### config.mk
export PLATFORM = sky130hd
export DESIGN_NAME = gpu_write_scheduler
export DESIGN_NICKNAME = d
export VERILOG_FILES = /design/src/rtl/gpu_write_scheduler.sv
export SDC_FILE = /design/constraint.sdc
export NUM_CORES = 1
export LEC_CHECK = 0
export ABC_AREA = 1
export CAP_MARGIN = 0
export CORE_MARGIN = 8
export CORE_UTILIZATION = 58
export DETAILED_ROUTE_END_ITERATION = 7
export PLACE_DENSITY = 0.85
export SLEW_MARGIN = 20
export SYNTH_ARGS = -nofsm -noshare
export SYNTH_HDL_FRONTEND = slang
export SYNTH_SLANG_ARGS = --single-unit
### constraint.sdc
create_clock -name clk -period 4.7 [get_ports clk]
set_input_delay 0.94 -clock clk [delete_from_list [all_inputs] [get_ports clk]]
set_output_delay 0.94 -clock clk [all_outputs]
set_load 0.1 [all_outputs]
### src/rtl/gpu_write_scheduler.sv
// gpu_write_scheduler
//   Queues register writes from two requesters (CPU and sprite/palette DMA)
//   into a small FIFO and replays them onto the GPU write port only while the
//   display is blanked. Each write is a SETUP / STROBE / HOLD sequence so that
//   address and data are stable around the whole gpu_w pulse.
//
// Ports
//   clk, reset            single clock, synchronous active-high reset
//   cpu_req/addr/data     CPU write request (held until cpu_ack)
//   cpu_ack               one-cycle pulse: the CPU request was queued
//   dma_req/addr/data     DMA write request (held until dma_ack)
//   dma_ack               one-cycle pulse: the DMA request was queued
//   blank                 high outside the visible display area
//   gpu_addr/data/w       registered GPU write port
//   busy                  queue non-empty or a write still in progress
//   level                 current queue occupancy
module gpu_write_scheduler #(
    parameter int FIFO_DEPTH    = 4,
    parameter int STROBE_CYCLES = 2
) (
    input  logic        clk,
    input  logic        reset,
    input  logic        cpu_req,
    input  logic [11:0] cpu_addr,
    input  logic [7:0]  cpu_data,
    output logic        cpu_ack,
    input  logic        dma_req,
    input  logic [11:0] dma_addr,
    input  logic [7:0]  dma_data,
    output logic        dma_ack,
    input  logic        blank,
    output logic [11:0] gpu_addr,
    output logic [7:0]  gpu_data,
    output logic        gpu_w,
    output logic        busy,
    output logic [4:0]  level
);

    localparam int         AW          = $clog2(FIFO_DEPTH);
    localparam logic [4:0] DEPTH       = 5'(FIFO_DEPTH);
    localparam logic [3:0] STROBE_LOAD = 4'(STROBE_CYCLES - 1);

    typedef enum logic [1:0] {IDLE, SETUP, STROBE, HOLD} state_t;

    state_t        state;
    state_t        state_next;
    logic [19:0]   mem [FIFO_DEPTH];
    logic [AW-1:0] wr_ptr;
    logic [AW-1:0] rd_ptr;
    logic          prio;
    logic [3:0]    strobe_cnt;
    logic          cpu_elig;
    logic          dma_elig;
    logic          grant_cpu;
    logic          grant_dma;
    logic          push;
    logic          pop;
    logic          gpu_w_next;
    logic [19:0]   push_entry;

    // A requester keeps req high during its ack cycle, so it is ignored in that
    // cycle; otherwise the same write would be queued twice. prio=0 favours CPU.
    always_comb begin
        pop        = (state == IDLE) && (level != 5'd0) && blank;
        cpu_elig   = cpu_req && !cpu_ack;
        dma_elig   = dma_req && !dma_ack;
        grant_cpu  = cpu_elig && (!dma_elig || !prio);
        grant_dma  = dma_elig && (!cpu_elig || prio);
        push       = (grant_cpu || grant_dma) && ((level < DEPTH) || pop);
        push_entry = grant_cpu ? {cpu_addr, cpu_data} : {dma_addr, dma_data};
    end

    always_ff @(posedge clk) begin
        if (push && !reset) begin
            mem[wr_ptr] <= push_entry;
        end
    end

    // Pointers wrap naturally because FIFO_DEPTH is a power of two.
    always_ff @(posedge clk) begin
        if (reset) begin
            wr_ptr  <= '0;
            rd_ptr  <= '0;
            level   <= 5'd0;
            prio    <= 1'b0;
            cpu_ack <= 1'b0;
            dma_ack <= 1'b0;
        end else begin
            cpu_ack <= push && grant_cpu;
            dma_ack <= push && grant_dma;
            if (push) begin
                wr_ptr <= wr_ptr + AW'(1);
                prio   <= grant_cpu;
            end
            if (pop) begin
                rd_ptr <= rd_ptr + AW'(1);
            end
            case ({push, pop})
                2'b10:   level <= level + 5'd1;
                2'b01:   level <= level - 5'd1;
                default: level <= level;
            endcase
        end
    end

    always_ff @(posedge clk) begin
        if (reset) begin
            state <= IDLE;
        end else begin
            state <= state_next;
        end
    end

    // gpu_w is registered from the next state so it rises exactly on STROBE
    // entry and falls on STROBE exit without any combinational path.
    always_comb begin
        state_next = state;
        case (state)
            IDLE:    if (pop) state_next = SETUP;
            SETUP:   state_next = STROBE;
            STROBE:  if (strobe_cnt == 4'd0) state_next = HOLD;
            HOLD:    state_next = IDLE;
            default: state_next = IDLE;
        endcase
        gpu_w_next = (state_next == STROBE);
    end

    always_ff @(posedge clk) begin
        if (reset) begin
            gpu_w      <= 1'b0;
            gpu_addr   <= 12'd0;
            gpu_data   <= 8'd0;
            strobe_cnt <= 4'd0;
        end else begin
            gpu_w <= gpu_w_next;
            if (pop) begin
                {gpu_addr, gpu_data} <= mem[rd_ptr];
            end
            if (state == SETUP) begin
                strobe_cnt <= STROBE_LOAD;
            end else if ((state == STROBE) && (strobe_cnt != 4'd0)) begin
                strobe_cnt <= strobe_cnt - 4'd1;
            end
        end
    end

    assign busy = (level != 5'd0) || (state != IDLE);

endmodule

==> impl_metrics.py <==
metrics = {
    "pwr": {
        "powerDensity_mw_per_mm2": 717,
        "p_leak_nw": 2.50,
        "ir_drop_v": 0.000334,
    },
    "global_route": {
        "grt_max_degree": 43,
        "grt_pass1_wl_um": 18700,
        "gr-total-overflow": 0,
        "grt_antenna_before_repair": 0,
        "grt_usage_pct": 20.8,
        "grt_pass1_vias": 3904,
    },
    "die": {
        "io_pins": 74,
        "start_util_pct": 58.8,
        "die-area_mm2": 0.0119,
        "die-width_um": 109,
        "fp.dieH_um": 109,
        "rows": 34,
        "core-area_mm2": 0.00855,
    },
    "clocking": {
        "clkTransAtPathRegs_ns": 0.05,
        "cts_buffer_depth": 2,
        "cts_made_buffers": 17,
        "cts-root-buf": "clkbuf_8",
        "post_cts_buffers": 0,
        "ctsResizeCount": 0,
        "clock-sinks": 119,
        "cts_tree": "yes",
        "cts_max_level": 4,
        "hold_buffers": 0,
        "clock_latency_ns": 0.51,
    },
    "worst_setup_path": {
        "crit_arrival_ns": 2.38,
        "cp_max_fo": 5,
        "crit_path_start": "state[0]",
        "critPathKind": "flip-flop to output port",
        "endpoint_kind": "output port",
        "required_ns": 3.76,
        "r2r-start": "rd_ptr[1]",
        "startpoint_type": "flip-flop",
    },
    "sta": {
        "final_hold_viol_count": 0,
        "setup_slack_ns": 1.38,
        "holdWs_ns": 0.482,
        "setup_tns_ns": 0,
        "finClkSkew_ns": 0.00933,
        "slew_viol_final": 0,
        "max_slew_margin_pct": 33.9,
        "min_period_over_period_pct": 70.7,
        "fmax_mhz": 301,
        "min_period_ns": 3.32,
        "rsz0062_at_grt": "false",
        "setup_viol": 0,
        "worst_pin_slew_ns": 0.988,
    },
    "cells_and_area": {
        "nFillCells": 551,
        "final_area_mm2": 0.00635,
        "synthToLayoutAreaGrowth_pct": 26.3,
        "antenna_cells": 0,
        "fin_nets": 629,
        "finalNonFillerCells": 692,
        "final-seq-area_mm2": 0.00318,
        "multi_input_area_mm2": 0.00153,
        "final_layout_size_suffix_gt1_share_pct": 8.56,
    },
    "placed_design": {
        "pre_cts_slack_ns": 1.65,
        "placed_cell_area_mm2": 0.00582,
        "port_buffers": 73,
        "dpl.hpwl_um": 7460,
        "placed_cells": 660,
        "gp_congestion": 0.799,
    },
    "yosys": {
        "syn_nets": 553,
        "synth.distinct_cells": 32,
        "synth_compound_area_share_pct": 12.7,
        "synthMuxAreaShare_pct": 0,
        "synthAdderAreaFrac_pct": 3.38,
        "syn-cell-area_mm2": 0.00503,
        "synthSimpleGateAreaFrac_pct": 14.0,
        "syn_inst": 495,
        "synth.ff_latch_count": 119,
        "ys_seq_area_share_pct": 63.3,
        "async_flop_share_pct": 0,
        "synth_area_per_cell_um2": 10.2,
        "ys.flop_type": "edfxtp_1",
        "synth_top_family_by_area": "simple AND/OR/NAND/NOR gates",
        "synth_edf_count": 80,
        "synth-xor-area-share_pct": 0.348,
        "synth_warnings": 0,
    },
    "drt": {
        "avgRoutedWirePerCell_um": 17.2,
        "post-route-drc-count": 0,
        "wl_um": 11900,
        "vias_per_cell": 5.57,
        "ant_nets": 0,
        "drtIter0Drc": 411,
        "drt_first_pass_iters": 5,
        "vias": 3855,
    },
    "min_path": {
        "hold_start": "strobe_cnt[0]",
        "worstHoldPathType": "flip-flop to flip-flop",
    },
    "outcome": {
        "status": "completed",
    },
    "flow_run": {
        "max_cap_viol_count": 0,
    },
}
critical path: stages, from the launching register on:
cell and delay (ns):
dfxtp_1 0.33, inv_1 0.10, ha_1 0.23, nand4_1 0.09, clkdlybuf4s50_1 1.13
final timing paths:
path | end | slack [ns] | cells after the start
worst max-delay path | busy | 1.38 | 4
worst min-delay path | strobe_cnt[0] | 0.48 | 2
worst max register to register | gpu_data[2] | 2.17 | 5
worst min register to register | strobe_cnt[0] | 0.48 | 2
per-layer routing:
metal,track usage [%],vias to the layer above,wire length [um]
li1,-,1834,-
met1,22.9,1812,4540
met2,36.3,177,6220
met3,5.26,32,835
met4,11.0,0,299
met5,0,-,0
cell usage after synthesis, types with 2 or more instances:
cell type | count | area (um^2)
nor2_1 | 97 | 364
edfxtp_1 | 80 | 2400
o21ai_1 | 68 | 340
nand2_1 | 46 | 173
inv_1 | 45 | 169
dfxtp_1 | 39 | 781
o22ai_1 | 20 | 125
o21ai_0 | 18 | 90.1
a21oi_1 | 15 | 75.1
buf_2 | 14 | 70.1
ha_1 | 12 | 150
nand3_1 | 10 | 50.1
clkbuf_1 | 4 | 15.0
inv_2 | 3 | 11.3
nand2_4 | 3 | 33.8
buf_6 | 2 | 22.5
nand2_2 | 2 | 12.5
nand3b_1 | 2 | 15.0
xor2_1 | 2 | 17.5
where the power goes:
group / internal, mW / switching (mW) / total, mW
Clock: 0.699 / 0.440 / 1.14
Combinational: 0.477 / 1.43 / 1.91
Sequential: 1.39 / 0.119 / 1.51
Total: 2.56 / 1.99 / 4.56
cell type report:
type | count | share of cell area (%)
sequential | 119 | 50.1
multi-input combinational | 303 | 24.1
timing repair buffer | 80 | 12.3
clock buffer | 23 | 7.53
inverter | 50 | 2.97
tap | 108 | 2.13
clock inverter | 9 | 0.788
stage by stage:
| step | util, % | power (mW) |
|---|---|---|
| 2_1_floorplan | - | 2.97 |
| 3_3_place_gp | 68.1 | 3.34 |
| 3_5_place_dp | 68.1 | 3.42 |
| 4_1_cts | 74.3 | 4.57 |
| 5_1_grt | 74.3 | 4.75 |
| 6_report | 74.3 | 4.56 |
layout by cell type (no fill, tap or decap), types with 17 or more instances in the layout:
cell,count
clkbuf_16,17
clkdlybuf4s50_1,73
dfxtp_1,39
edfxtp_1,80
inv_1,45
nand2_1,46
nor2_1,97
o21ai_0,18
o21ai_1,68
o22ai_1,20
kinds of logic after synthesis:
kind of cell / Yosys count
AND/OR/NAND/NOR: 166
AO/OA/AOI/OAI: 122
flip-flops: 119
buffers and inverters: 73
adder cells (fa/ha/maj): 13
XOR/XNOR: 2
flip-flops by register name, summed over array words and instances, names as in the netlist, 2 cells and up:
name	count
mem	80
wr_ptr	2
gpu_addr	12
state	2
level	5
rd_ptr	2
gpu_data	8
strobe_cnt	4
Power figures use the tool's default switching activity.
